--- config.mk ---
export PLATFORM = sky130hd
export DESIGN_NAME = hazard_unit_flat
export DESIGN_NICKNAME = d
export VERILOG_FILES = /design/src/rtl/hazard_unit_pkg.sv /design/src/rtl/hazard_unit_if.sv /design/src/rtl/hazard_unit_cmp.sv /design/src/rtl/hazard_unit.sv /design/src/flat_wrapper.sv
export SDC_FILE = /design/constraint.sdc
export NUM_CORES = 1
export LEC_CHECK = 0
export BUFFER_PORTS_ARGS = -buffer_cell sky130_fd_sc_hd__buf_2
export CORE_AREA = 8 8 68 70
export CTS_CLUSTER_SIZE = 14
export DETAILED_ROUTE_END_ITERATION = 8
export DIE_AREA = 0 0 76 78
export MAX_ROUTING_LAYER = met4
export PLACE_DENSITY_LB_ADDON = 0.05
export RECOVER_POWER = 50
export REMOVE_ABC_BUFFERS = 1
export SYNTH_ARGS = -nofsm -noshare
export SYNTH_HDL_FRONTEND = slang
export SYNTH_SLANG_ARGS = --single-unit
--- constraint.sdc ---
create_clock -name clk -period 3.8 [get_ports clk]
set_clock_uncertainty 0.15 [all_clocks]
set_input_delay 0.19 -clock clk [delete_from_list [all_inputs] [get_ports clk]]
set_output_delay 0.19 -clock clk [all_outputs]
set_load 0.01 [all_outputs]
--- src/rtl/hazard_unit_pkg.sv ---
// -----------------------------------------------------------------------------
// hazard_unit_pkg
// Shared pipeline definitions used by the ID/EX stages and the hazard unit:
//   - fwd_sel_e   : operand-select encoding (regfile / EX / MA / WB)
//   - stage_rec_t : tracking record held per pipeline stage
//   - fwd_pick()  : youngest-producer priority select
// No ports (package).
// -----------------------------------------------------------------------------
package hazard_unit_pkg;

    // Destination field width inside the stage record; register-address
    // widths up to this value are zero-extended into it.
    localparam int STAGE_DST_W = 8;

    typedef enum logic [1:0] {
        FWD_RF = 2'd0,
        FWD_EX = 2'd1,
        FWD_MA = 2'd2,
        FWD_WB = 2'd3
    } fwd_sel_e;

    typedef struct packed {
        logic                   valid;
        logic [STAGE_DST_W-1:0] dst;
        logic                   wr;
        logic                   load;
    } stage_rec_t;

    localparam stage_rec_t STAGE_BUBBLE = '{valid: 1'b0, dst: '0, wr: 1'b0, load: 1'b0};

    // Youngest matching producer wins: EX, then MA, then WB.
    function automatic fwd_sel_e fwd_pick(input logic m_ex, input logic m_ma, input logic m_wb);
        fwd_sel_e sel;
        if (m_ex) begin
            sel = FWD_EX;
        end else if (m_ma) begin
            sel = FWD_MA;
        end else if (m_wb) begin
            sel = FWD_WB;
        end else begin
            sel = FWD_RF;
        end
        return sel;
    endfunction

endpackage

--- src/rtl/hazard_unit_if.sv ---
// -----------------------------------------------------------------------------
// hazard_unit_if
// Decode-stage <-> hazard-unit bundle.
//   master : decode side, drives the ID instruction fields and flush,
//            receives stall / fwd_sel / stall_cnt.
//   slave  : hazard unit, the reverse.
// Signals:
//   id_valid, id_src[NUM_SRC*ADDR_W], id_src_used[NUM_SRC], id_dst[ADDR_W],
//   id_reg_write, id_is_load, flush, stall, fwd_sel[NUM_SRC*2], stall_cnt[CNT_W]
// -----------------------------------------------------------------------------
interface hazard_unit_if #(
    parameter int ADDR_W  = 2,
    parameter int NUM_SRC = 2,
    parameter int CNT_W   = 16
);
    logic                      id_valid;
    logic [NUM_SRC*ADDR_W-1:0] id_src;
    logic [NUM_SRC-1:0]        id_src_used;
    logic [ADDR_W-1:0]         id_dst;
    logic                      id_reg_write;
    logic                      id_is_load;
    logic                      flush;
    logic                      stall;
    logic [NUM_SRC*2-1:0]      fwd_sel;
    logic [CNT_W-1:0]          stall_cnt;

    modport master (
        output id_valid, id_src, id_src_used, id_dst, id_reg_write, id_is_load, flush,
        input  stall, fwd_sel, stall_cnt
    );

    modport slave (
        input  id_valid, id_src, id_src_used, id_dst, id_reg_write, id_is_load, flush,
        output stall, fwd_sel, stall_cnt
    );
endinterface

--- src/rtl/hazard_unit_cmp.sv ---
// -----------------------------------------------------------------------------
// hazard_cmp
// Compares one decode source operand against one pipeline stage record.
// Ports:
//   stage    in  stage_rec_t    tracked stage contents
//   src      in  ADDR_W         source register address
//   src_used in  1              source is actually read
//   id_valid in  1              decode holds a real instruction
//   match    out 1              stage produces this source's value
// -----------------------------------------------------------------------------
module hazard_cmp
    import hazard_unit_pkg::*;
#(
    parameter int ADDR_W   = 2,
    parameter int ZERO_REG = 1
) (
    input  stage_rec_t        stage,
    input  logic [ADDR_W-1:0] src,
    input  logic              src_used,
    input  logic              id_valid,
    output logic              match
);
    logic src_is_zero_s;
    // The load flag is resolved by the caller for the EX stage only.
    logic unused_load_s;

    assign unused_load_s = stage.load;
    assign src_is_zero_s = (ZERO_REG != 0) && (src == '0);
    assign match = stage.valid && stage.wr && id_valid && src_used && !src_is_zero_s
                   && (stage.dst == STAGE_DST_W'(src));
endmodule

--- src/rtl/hazard_unit.sv ---
// -----------------------------------------------------------------------------
// hazard_unit
// Tracks the destinations of instructions in EX/MA/WB and, for the
// instruction in decode, produces a stall request and per-source operand
// forwarding selects. Counts stall cycles with a saturating counter.
// Ports:
//   clk   in   clock, all state on rising edge
//   rst   in   asynchronous active-low reset
//   bus   slave modport of hazard_unit_if (ID fields, flush, stall,
//         fwd_sel, stall_cnt)
// stall and fwd_sel are combinational from the stage registers and ID inputs;
// stall_cnt is registered. ADDR_W must not exceed STAGE_DST_W.
// -----------------------------------------------------------------------------
module hazard_unit
    import hazard_unit_pkg::*;
#(
    parameter int ADDR_W   = 2,
    parameter int NUM_SRC  = 2,
    parameter int FWD_EN   = 1,
    parameter int ZERO_REG = 1,
    parameter int CNT_W    = 16
) (
    input  logic         clk,
    input  logic         rst,
    hazard_unit_if.slave bus
);
    stage_rec_t           ex_r;
    stage_rec_t           ma_r;
    stage_rec_t           wb_r;
    logic [CNT_W-1:0]     cnt_r;

    logic [NUM_SRC-1:0]   m_ex_s;
    logic [NUM_SRC-1:0]   m_ma_s;
    logic [NUM_SRC-1:0]   m_wb_s;
    logic                 stall_s;
    logic [NUM_SRC*2-1:0] fwd_s;

    for (genvar k = 0; k < NUM_SRC; k++) begin : g_src
        hazard_cmp #(.ADDR_W(ADDR_W), .ZERO_REG(ZERO_REG)) u_cmp_ex (
            .stage    (ex_r),
            .src      (bus.id_src[k*ADDR_W +: ADDR_W]),
            .src_used (bus.id_src_used[k]),
            .id_valid (bus.id_valid),
            .match    (m_ex_s[k])
        );
        hazard_cmp #(.ADDR_W(ADDR_W), .ZERO_REG(ZERO_REG)) u_cmp_ma (
            .stage    (ma_r),
            .src      (bus.id_src[k*ADDR_W +: ADDR_W]),
            .src_used (bus.id_src_used[k]),
            .id_valid (bus.id_valid),
            .match    (m_ma_s[k])
        );
        hazard_cmp #(.ADDR_W(ADDR_W), .ZERO_REG(ZERO_REG)) u_cmp_wb (
            .stage    (wb_r),
            .src      (bus.id_src[k*ADDR_W +: ADDR_W]),
            .src_used (bus.id_src_used[k]),
            .id_valid (bus.id_valid),
            .match    (m_wb_s[k])
        );
    end

    // Stall request: flush wins; with forwarding only a load in EX blocks,
    // without forwarding any EX/MA producer blocks (WB is write-before-read).
    always_comb begin
        stall_s = 1'b0;
        if (bus.flush) begin
            stall_s = 1'b0;
        end else if (FWD_EN != 0) begin
            stall_s = (|m_ex_s) && ex_r.load;
        end else begin
            stall_s = (|m_ex_s) || (|m_ma_s);
        end
    end

    // Per-source operand select, resolved independently for each source.
    always_comb begin
        fwd_s = '0;
        for (int k = 0; k < NUM_SRC; k++) begin
            if ((FWD_EN != 0) && !stall_s) begin
                fwd_s[k*2 +: 2] = fwd_pick(m_ex_s[k], m_ma_s[k], m_wb_s[k]);
            end else begin
                fwd_s[k*2 +: 2] = FWD_RF;
            end
        end
    end

    // Stage tracking shift (EX takes a bubble on stall/flush) and saturating stall counter.
    always_ff @(posedge clk or negedge rst) begin
        if (!rst) begin
            ex_r  <= STAGE_BUBBLE;
            ma_r  <= STAGE_BUBBLE;
            wb_r  <= STAGE_BUBBLE;
            cnt_r <= '0;
        end else begin
            wb_r <= ma_r;
            ma_r <= ex_r;
            if (stall_s || bus.flush) begin
                ex_r <= STAGE_BUBBLE;
            end else begin
                ex_r <= '{valid: bus.id_valid,
                          dst:   STAGE_DST_W'(bus.id_dst),
                          wr:    bus.id_reg_write,
                          load:  bus.id_is_load};
            end
            if (stall_s && (cnt_r != '1)) begin
                cnt_r <= cnt_r + CNT_W'(1);
            end else begin
                cnt_r <= cnt_r;
            end
        end
    end

    assign bus.stall     = stall_s;
    assign bus.fwd_sel   = fwd_s;
    assign bus.stall_cnt = cnt_r;
endmodule

--- src/flat_wrapper.sv ---
// flat-port wrapper written by rule: the top's interface ports become plain ports
module hazard_unit_flat import hazard_unit_pkg::*;
#(
    parameter int ADDR_W   = 2,
    parameter int NUM_SRC  = 2,
    parameter int FWD_EN   = 1,
    parameter int ZERO_REG = 1,
    parameter int CNT_W    = 16
)
  (clk, rst, bus_id_valid, bus_id_src, bus_id_src_used, bus_id_dst, bus_id_reg_write, bus_id_is_load, bus_flush, bus_stall, bus_fwd_sel, bus_stall_cnt);
  hazard_unit_if #(.ADDR_W(ADDR_W), .NUM_SRC(NUM_SRC), .CNT_W(CNT_W)) bus_i ();
  input  logic clk;
  input  logic rst;
  input wire logic [$bits(bus_i.id_valid)-1:0] bus_id_valid;
  input wire logic [$bits(bus_i.id_src)-1:0] bus_id_src;
  input wire logic [$bits(bus_i.id_src_used)-1:0] bus_id_src_used;
  input wire logic [$bits(bus_i.id_dst)-1:0] bus_id_dst;
  input wire logic [$bits(bus_i.id_reg_write)-1:0] bus_id_reg_write;
  input wire logic [$bits(bus_i.id_is_load)-1:0] bus_id_is_load;
  input wire logic [$bits(bus_i.flush)-1:0] bus_flush;
  output wire logic [$bits(bus_i.stall)-1:0] bus_stall;
  output wire logic [$bits(bus_i.fwd_sel)-1:0] bus_fwd_sel;
  output wire logic [$bits(bus_i.stall_cnt)-1:0] bus_stall_cnt;
  assign bus_i.id_valid = bus_id_valid;
  assign bus_i.id_src = bus_id_src;
  assign bus_i.id_src_used = bus_id_src_used;
  assign bus_i.id_dst = bus_id_dst;
  assign bus_i.id_reg_write = bus_id_reg_write;
  assign bus_i.id_is_load = bus_id_is_load;
  assign bus_i.flush = bus_flush;
  assign bus_stall = bus_i.stall;
  assign bus_fwd_sel = bus_i.fwd_sel;
  assign bus_stall_cnt = bus_i.stall_cnt;
  hazard_unit #(.ADDR_W(ADDR_W), .NUM_SRC(NUM_SRC), .FWD_EN(FWD_EN), .ZERO_REG(ZERO_REG), .CNT_W(CNT_W)) u_core (.clk(clk), .rst(rst), .bus(bus_i));
endmodule
==> flow_summary.yaml, run 1 <==
power_and_ir_drop:
  internal-power_w: 0.000441
  p_seq_share_pct: 55.7
  p_total_w: 0.000577
  sw_frac_of_total_pct: 23.5
  irDropWorstVdd_uv: 231
  p_per_area_nw_per_um2: 310
  combPwrFrac_pct: 6.7
  p_sw_w: 0.000135
  leakagePower_nw: 0.936
  clkPwrFrac_pct: 37.6
clocking:
  cts_sinks: 29
  tritoncts.num_buffers: 5
  clock_path_buffers: 2
  root_buffer: "clkbuf_4"
  h-tree-depth: 2
  cts_tree: "done"
  clk_pin_slew_ps: 100
  clk_latency_ps: 340
  postCtsSetupBuffers: 0
critical_path:
  criticalPathCategory: "primary input to primary output"
  critPathMaxStageDelay_ps: 520
  cp_common_cell: "buf_2"
  crit_buf_inv: 4
  end_kind: "primary output"
  start_kind: "primary input"
  cp.arrival_ps: 2130
  cpLargestDelayFamily: "buffers and inverters"
  crit_chain: "dlygate4sd3_1 -> buf_2 -> and3_1 -> o2111ai_2 -> a211o_4 -> inv_1 -> a21oi_1 -> buf_2"
  critPathMaxFanout: 16
  critPathSlowestCell: "dlygate4sd3_1"
  cp.required_ps: 3460
run:
  maxCapViolCount: 1
sta:
  min_period_over_period_pct: 64.9
  rsz0062_at_grt: "no"
  tightest_slew_ps: 1550
  slew_headroom_pct: -3.06
  drv_slew: 30
  finalHoldViolCount: 0
  clock.fmax_mhz: 405
  final.min_clock_period_ps: 2470
  setup_tns_ps: 0
  finalSetupViolCount: 0
routing:
  drc: 0
  wire_per_inst_um: 13.7
  viasPerCell: 5.00
  firstDrtPassIters: 4
  vias: 1164
  drt_iter0_markers: 57
  wirelength_um: 3200
  ant_nets: 0
floorplan:
  core_um2: 3550
  ios: 35
  dieArea_um2: 5930
  fp.dieH_um: 78
  start_util_pct: 42.7
  die_w_um: 76
  row_count: 22
synth:
  synthArstFlopShare_pct: 100
  yosysTopAreaCell: "dfrtp_1"
  synth_edf_count: 0
  synthTopCellsByCount: "dfrtp_1, xor2_1, nand2_1, nor3_2"
  synth_seq_area_share_pct: 47.9
  syn_area_um2: 1520
  synth_top_area_share_pct: 47.9
  synth_cell_type_count: 28
  synthFlopType: "dfrtp_1"
  ys_ff_latch: 29
  syn_area_per_cell_um2: 11.0
  synth_cells: 138
  synth.most_common_cell: "dfrtp_1"
  yosys-top-cells-area: "dfrtp_1, xor2_1, nor3_2"
  yosys_warnings: 0
final_layout:
  drive_gt1_share_pct: 31.9
  diodes: 0
  fillers: 354
  syn_to_final_growth_pct: 22.5
  nNetsFinal: 199
global_routing:
  antenna_found_initial: 0
  grt_overflow: 0
  grt_max_degree: 30
  grt_pass1_wl_um: 5580
  grt_pass1_vias: 1193
  grt_usage_pct: 12.0
worst_hold_path:
  hold_class: "primary input to flop"
place:
  dp_hpwl_um: 2440
  gp_congestion: 0.794
  io_buffers: 34
outcome:
  status: "finished, violations left"
  violations: "max-capacitance violations, max-slew violations"
==> metrics by stage <==
| step | cells | worst slack [ps] | instance area [um^2] | util (%) | hold WS [ps] |
|---|---|---|---|---|---|
| global route | 233 | 1220 | 1860 | 52.3 | 88.1 |
| floorplan | 136 | 1350 | 1490 | - | -256 |
| CTS | 233 | 1320 | 1860 | 52.4 | 74.2 |
| global placement | 219 | 1530 | 1730 | 48.8 | 107 |
| finish | 233 | 1330 | 1860 | 52.3 | 74.6 |
| detailed placement | 219 | 1470 | 1730 | 48.8 | 109 |
==> cell families (layout without fill, tap and decap cells) <==
kind of cell / Yosys count / after routing / share of synthesized area [%]
DFF: 29 / 29 / 47.9
AOI/OAI and AO/OA: 12 / 12 / 6.44
muxes: 3 / 3 / 2.23
buffers and inverters: 7 / 54 / 2.72
and+or+nand+nor: 67 / 67 / 29.0
xor gates and xnor gates: 19 / 19 / 11.0
adders and majority gates: 1 / 1 / 0.825
==> flip-flops by register name (all words and copies together), names as in the netlist <==
register,flops
u_core.bus.stall_cnt,16
u_core.wb_r,4
u_core.ma_r,4
u_core.ex_r,5
==> power groups by stage <==
| stage | Combinational, W | Sequential [W] | Clock [W] |
|---|---|---|---|
| 6_report | 0.0000387 | 0.000321 | 0.000217 |
| 4_1_cts | 0.0000398 | 0.000321 | 0.000225 |
| 3_3_place_gp | 0.0000345 | 0.000327 | 0 |
| 2_1_floorplan | 0.0000150 | 0.000326 | 0 |
| 5_1_grt | 0.0000437 | 0.000322 | 0.000242 |
| 3_5_place_dp | 0.0000350 | 0.000327 | 0 |
==> what timing repair did <==
item,4_1_cts,5_1_grt
endpoints found under the hold margin,34,0
resized for setup,0,0
hold buffers,6,0
==> final timing paths <==
| path | from | end | slack, ps | cells past startpoint |
|---|---|---|---|---|
| max | bus_id_valid | bus_fwd_sel[2] | 1330 | 8 |
| min | bus_flush | u_core.ex_r[2] | 70 | 3 |
| max reg2reg | u_core.bus.stall_cnt[0] | u_core.bus.stall_cnt[1] | 1460 | 6 |
| min reg2reg | u_core.ma_r[10] | u_core.wb_r[10] | 220 | 0 |
| max in group asynchronous | rst | u_core.bus.stall_cnt[10] | 1980 | 2 |
| min in group asynchronous | rst | u_core.wb_r[3] | 600 | 2 |
==> placed cells by master, fill, tap and decap left out <==
cell,Yosys,layout
nor2_1,8,8
and3_1,8,8
clkbuf_8,0,2
nand2_1,10,10
dfrtp_1,29,29
ha_1,1,1
xnor2_1,3,3
mux2_2,2,2
nor3b_1,1,1
buf_2,0,31
buf_4,1,1
and2_1,8,8
nor3b_2,1,1
mux2_1,1,1
nand2b_1,6,6
xor2_1,16,16
a21oi_1,3,3
o21ai_0,2,2
a211o_4,1,1
and4_1,1,1
o22ai_1,4,4
nor4_2,3,3
nand3_1,6,6
or2b_1,1,1
nand4bb_1,1,1
clkbuf_4,0,5
dlygate4sd3_1,0,6
clkinv_2,0,1
nor3_2,10,10
inv_1,5,5
nand4_1,3,3
clkbuf_1,0,3
o2111ai_2,2,2
==> worst reg2reg max path: stages (launching register included) <==
cell,delay (ps)
dfrtp_1,430
ha_1,200
inv_1,90
nand4bb_1,220
nor3_2,620
nor2_1,170
mux2_1,340
==> layout make-up <==
| type | instances | area (um^2) | area share, % |
|---|---|---|---|
| flip-flops and latches | 29 | 726 | 39.1 |
| well taps | 48 | 60.1 | 3.23 |
| clock buffers | 7 | 65.1 | 3.50 |
| inverters | 5 | 18.8 | 1.01 |
| clock inverters | 1 | 5.00 | 0.269 |
| repair buffers | 41 | 234 | 12.6 |
| multi-input cells | 102 | 749 | 40.3 |
==> layer usage <==
metal  GRT usage (%)  share of wire (%)  vias up
met2            17.0                 44       31
met1            14.3                 48      551
met4            5.29                2.0        0
li1                -                  -      575
met5               -                  0        -
met3            5.18                6.1        7
Power figures use the tool's default switching activity.
==> run 2, diff against run 1 <==
Clock period 3.8 ns to 2.43 ns, I/O delays scaled along.
==> flow_summary.yaml, run 2 (synthesis gave the netlist of run 1 again) <==
critical_path:
  start_kind: "flop"
  critPathMaxFanout: 11
  crit_buf_inv: 1
  crit_chain: "nor3b_1 -> o2111ai_2 -> a211o_4 -> buf_4 -> nor2_1 -> mux2_1"
  critPathMaxStageDelay_ps: 420
  cp.required_ps: 2490
  end_kind: "flop"
  critPathSlowestCell: "dfrtp_1"
  criticalPathCategory: "flop to flop"
  cpLargestDelayFamily: "compound AO/OA/AOI/OAI gates"
  cp.arrival_ps: 2330
place:
  dp_hpwl_um: 2530
  io_buffers: 34
  post_dp_cell_area_um2: 1740
  gp_congestion: 0.833
outcome:
  status: "finished, violations left"
  violations: "max-capacitance violations, max-slew violations"
routing:
  ant_nets: 0
  drt_iter0_markers: 30
  drc: 0
  wire_per_inst_um: 14.1
  wirelength_um: 3380
  viasPerCell: 5.01
  vias: 1198
  firstDrtPassIters: 4
sta:
  clock.fmax_mhz: 440
  final.min_clock_period_ps: 2270
  finalHoldViolCount: 0
  finalSetupViolCount: 0
  drv_slew: 30
  min_period_over_period_pct: 93.5
  slew_headroom_pct: -3.33
  rsz0062_at_grt: "no"
  tightest_slew_ps: 1550
final_layout:
  drive_gt1_share_pct: 34.0
  layout_common_cells: "buf_2, dfrtp_1, xor2_1"
  nNetsFinal: 205
  diodes: 0
  design_area_um2: 1890
  largest_register_ffs: 16
  syn_to_final_growth_pct: 24.5
  mostFrequentLayoutCell: "buf_2"
floorplan:
  dieArea_um2: 5930
  die_w_um: 76
  row_count: 22
  fp.dieH_um: 78
  core_um2: 3550
  ios: 35
  start_util_pct: 42.7
power_and_ir_drop:
  p_sw_w: 0.000219
  p_seq_share_pct: 59.0
  internal-power_w: 0.000632
  leakagePower_nw: 0.952
  sw_frac_of_total_pct: 25.8
  p_total_w: 0.000851
  combPwrFrac_pct: 7.2
  p_per_area_nw_per_um2: 451
  irDropWorstVdd_uv: 327
  clkPwrFrac_pct: 33.7
global_routing:
  antenna_found_initial: 0
  grt_pass1_wl_um: 5650
  grt_usage_pct: 12.1
  grt_max_degree: 30
  grt_pass1_vias: 1201
  grt_overflow: 0
clocking:
  clock_path_buffers: 2
  cts_sinks: 29
  clk_pin_slew_ps: 110
  tritoncts.num_buffers: 5
  root_buffer: "clkbuf_4"
  cts_tree: "done"
  h-tree-depth: 2
  post_cts_resized: 0
  clk_latency_ps: 330
worst_hold_path:
  hold_class: "primary input to flop"
run:
  maxCapViolCount: 1
run 2: worst reg2reg max path: stages (launching register included):
cell       delay (ps)
dfrtp_1           420
nor3b_1           250
o2111ai_2         210
a211o_4           380
buf_4             180
nor2_1            210
mux2_1            350
run 2: area by class of cell:
type                    instances  area [um^2]
multi-input cells             102          749
repair buffers                 47          279
clock inverters                 3         17.5
inverters                       5         18.8
fillers                       337         1660
clock buffers                   5         37.5
well taps                      48         60.1
flip-flops and latches         29          726
run 2: worst paths after layout:
check	from	end	slack, ps	cells after the start
worst max register to register	u_core.ex_r[2]	u_core.bus.stall_cnt[1]	160	6
min in group asynchronous	rst	u_core.wb_r[3]	540	2
max in group asynchronous	rst	u_core.ex_r[10]	680	2
worst min-delay path	bus_flush	u_core.ex_r[3]	30	3
worst max-delay path	u_core.ex_r[2]	u_core.bus.stall_cnt[1]	160	6
worst min register to register	u_core.ex_r[1]	u_core.ma_r[1]	230	0
run 2: routing by layer:
layer,vias up,global-route usage [%],part of all wire (%)
li1,584,-,-
met1,585,14.8,48
met2,27,18.1,47
met3,2,4.26,5.0
met4,0,4.12,0.62
met5,-,-,0
run 2: repair_timing:
action / CTS / global route
setup buffers: 0 / 5
setup endpoints to repair: 0 / 4
hold buffers: 6 / 0
endpoints found under the hold margin: 34 / 0
run 2: per-stage QoR:
stage / hold WS [ps] / utilization (%) / setup TNS, ps / std cells / worst slack [ps]
floorplan: -324 / - / -17.3 / 136 / -17.3
global placement: 37.8 / 49.0 / 0 / 220 / 332
detailed placement: 35.9 / 49.0 / 0 / 220 / 239
CTS: 27.2 / 52.2 / 0 / 234 / 58.4
global route: 44.8 / 53.2 / 0 / 239 / 56.0
finish: 28.9 / 53.2 / 0 / 239 / 157
run 2: power groups by stage:
| stage | combinational, W | clock (W) | sequential [W] |
|---|---|---|---|
| after floorplan | 0.0000235 | 0 | 0.000510 |
| after global placement | 0.0000542 | 0 | 0.000511 |
| after detailed placement | 0.0000555 | 0 | 0.000512 |
| after CTS | 0.0000631 | 0.000298 | 0.000502 |
| after global routing | 0.0000696 | 0.000319 | 0.000504 |
| final | 0.0000615 | 0.000287 | 0.000502 |
==> run 3, diff against run 2 <==
Settings changed: ABC_AREA set to 1, CORE_AREA 8 8 68 70 to 8 8 71 73, DIE_AREA 0 0 76 78 to 0 0 79 81.
==> flow_summary.yaml, run 3 <==
routing:
  wirelength_um: 3780
  drt_iter0_markers: 27
  vias: 1458
  firstDrtPassIters: 4
  drc: 0
  wire_per_inst_um: 11.8
  ant_nets: 0
  viasPerCell: 4.54
critical_path:
  end_kind: "primary output"
  critPathMaxFanout: 8
  cp.arrival_ps: 1650
  crit_start: "bus_id_valid"
  worstReg2RegStart: "u_core.bus.stall_cnt[0]"
  cp.required_ps: 2160
  start_kind: "primary input"
  criticalPathCategory: "primary input to primary output"
final_layout:
  diodes: 0
  largest_register_ffs: 16
  design_area_um2: 2060
  layout_common_cells: "nand2_1, buf_2, dfrtp_1"
  syn_to_final_growth_pct: 23.6
  nNetsFinal: 285
  final_cells: 321
  mostFrequentLayoutCell: "nand2_1"
  final_util_pct: 52.7
  drive_gt1_share_pct: 17.0
run:
  maxCapViolCount: 1
power_and_ir_drop:
  irDropWorstVdd_uv: 319
  leakagePower_nw: 1.16
  p_per_area_nw_per_um2: 531
place:
  io_buffers: 34
  post_dp_cell_area_um2: 1880
  place_ws_ps: 643
  dp_cells: 307
  dp_hpwl_um: 2890
  gp_congestion: 0.778
worst_hold_path:
  min_from: "bus_flush"
  hold_class: "primary input to flop"
clocking:
  tritoncts.num_buffers: 5
  root_buffer: "clkbuf_8"
  post_cts_resized: 0
  cts_sinks: 29
  clock_path_buffers: 2
  clk_pin_slew_ps: 60
  h-tree-depth: 2
  cts_tree: "done"
  clk_latency_ps: 280
global_routing:
  grt_max_degree: 30
  antenna_found_initial: 0
  grt_usage_pct: 13.2
  grt_pass1_wl_um: 6360
  grt_overflow: 0
  grt_pass1_vias: 1405
sta:
  min_period_over_period_pct: 79.0
  setup_ws_ps: 511
  clock.fmax_mhz: 521
  finalSetupViolCount: 0
  drv_slew: 30
  final.min_clock_period_ps: 1920
  setup_tns_ps: 0
  finalHoldViolCount: 0
  rsz0062_at_grt: "no"
  tightest_slew_ps: 1540
  slew_headroom_pct: -2.99
synth:
  ys_ff_latch: 29
  syn_area_per_cell_um2: 7.41
  synthFlopType: "dfrtp_1"
  syn_area_um2: 1670
  synthTopCellsByCount: "nand2_1, dfrtp_1, nor2_1"
  synthArstFlopShare_pct: 100
  yosys-top-cells-area: "dfrtp_1, nand2_1, nor2_1"
  synth_cells: 225
  synth_top_area_share_pct: 43.5
  synth_cell_type_count: 21
  yosysTopAreaCell: "dfrtp_1"
  yosys_warnings: 0
  synth.most_common_cell: "nand2_1"
  synth_seq_area_share_pct: 43.5
  synth_edf_count: 0
outcome:
  status: "finished, violations left"
  violations: "max-capacitance violations, max-slew violations"
floorplan:
  dieArea_um2: 6400
  fp.dieH_um: 81
  start_util_pct: 42.6
  ios: 35
  die_w_um: 79
  core_um2: 3910
  row_count: 23
## run 3: changes by cell type after synthesis, moves of 7 or more
| cell | delta |
|---|---|
| and2_1 | -8 |
| and3_1 | -8 |
| inv_1 | +19 |
| nand2_1 | +79 |
| nand3_1 | +7 |
| nor2_1 | +20 |
| nor3_2 | -10 |
| xnor2_1 | +8 |
| xor2_1 | -8 |
## run 3: layout make-up
| cell class | instances | area, um^2 |
|---|---|---|
| Fill cell | 403 | 1850 |
| Clock buffer | 6 | 82.6 |
| Multi-Input combinational cell | 168 | 828 |
| Inverter | 26 | 97.6 |
| Sequential cell | 29 | 726 |
| Tap cell | 50 | 62.6 |
| Timing Repair Buffer | 40 | 226 |
| Clock inverter | 2 | 37.5 |
## run 3: timing repair
item / 4_1_cts / 5_1_grt
hold buffers: 6 / 0
hold endpoints to repair: 34 / 0
setup buffers: 0 / 0
## run 3: worst max-delay path, cell delays in order
cell and delay, ps:
dlygate4sd3_1 520, buf_2 120, nand3_1 100, nor2_1 130, nand2_1 130, nand2_4 120
nand3_4 130, nand3_1 100, inv_1 40, buf_2 130
## run 3: through the flow
| stage | total power [W] | hold slack [ps] |
|---|---|---|
| CTS | 0.00112 | 131 |
| global route | 0.00115 | 171 |
| detailed placement | 0.000578 | 38.7 |
| global placement | 0.000577 | 35.9 |
| floorplan | 0.000544 | -324 |
| finish | 0.00110 | 128 |
## run 3: final timing paths
kind	to	slack [ps]	cells after the start
worst min-delay path	u_core.bus.stall_cnt[12]	130	5
worst min register to register	u_core.wb_r[10]	230	0
max in group asynchronous	u_core.ex_r[2]	630	2
worst max-delay path	bus_fwd_sel[1]	510	10
min in group asynchronous	u_core.wb_r[1]	600	2
worst max register to register	u_core.bus.stall_cnt[13]	640	9
## run 3: logic make-up after synthesis
| kind of cell | count (synthesis) | share of synthesized area (%) |
|---|---|---|
| compound gates | 3 | 1.05 |
| xor+xnor | 19 | 9.98 |
| fa+ha+maj | 1 | 0.750 |
| buf+inv | 28 | 6.83 |
| flops | 29 | 43.5 |
| simple gates | 145 | 37.9 |
## run 3: report_power, final
| part | leakage [nW] | internal [W] | switching, W |
|---|---|---|---|
| clock network | 0.0574 | 0.000333 | 0.000187 |
| logic | 0.715 | 0.0000310 | 0.0000388 |
| registers | 0.391 | 0.000495 | 0.0000102 |
## run 3: routing by layer
metal | up-vias | track usage, % | part of all wire [%]
li1 | 778 | - | -
met1 | 646 | 13.2 | 42
met2 | 28 | 22.9 | 50
met3 | 6 | 4.86 | 6.3
met4 | 0 | 5.00 | 1.4
met5 | - | - | 0
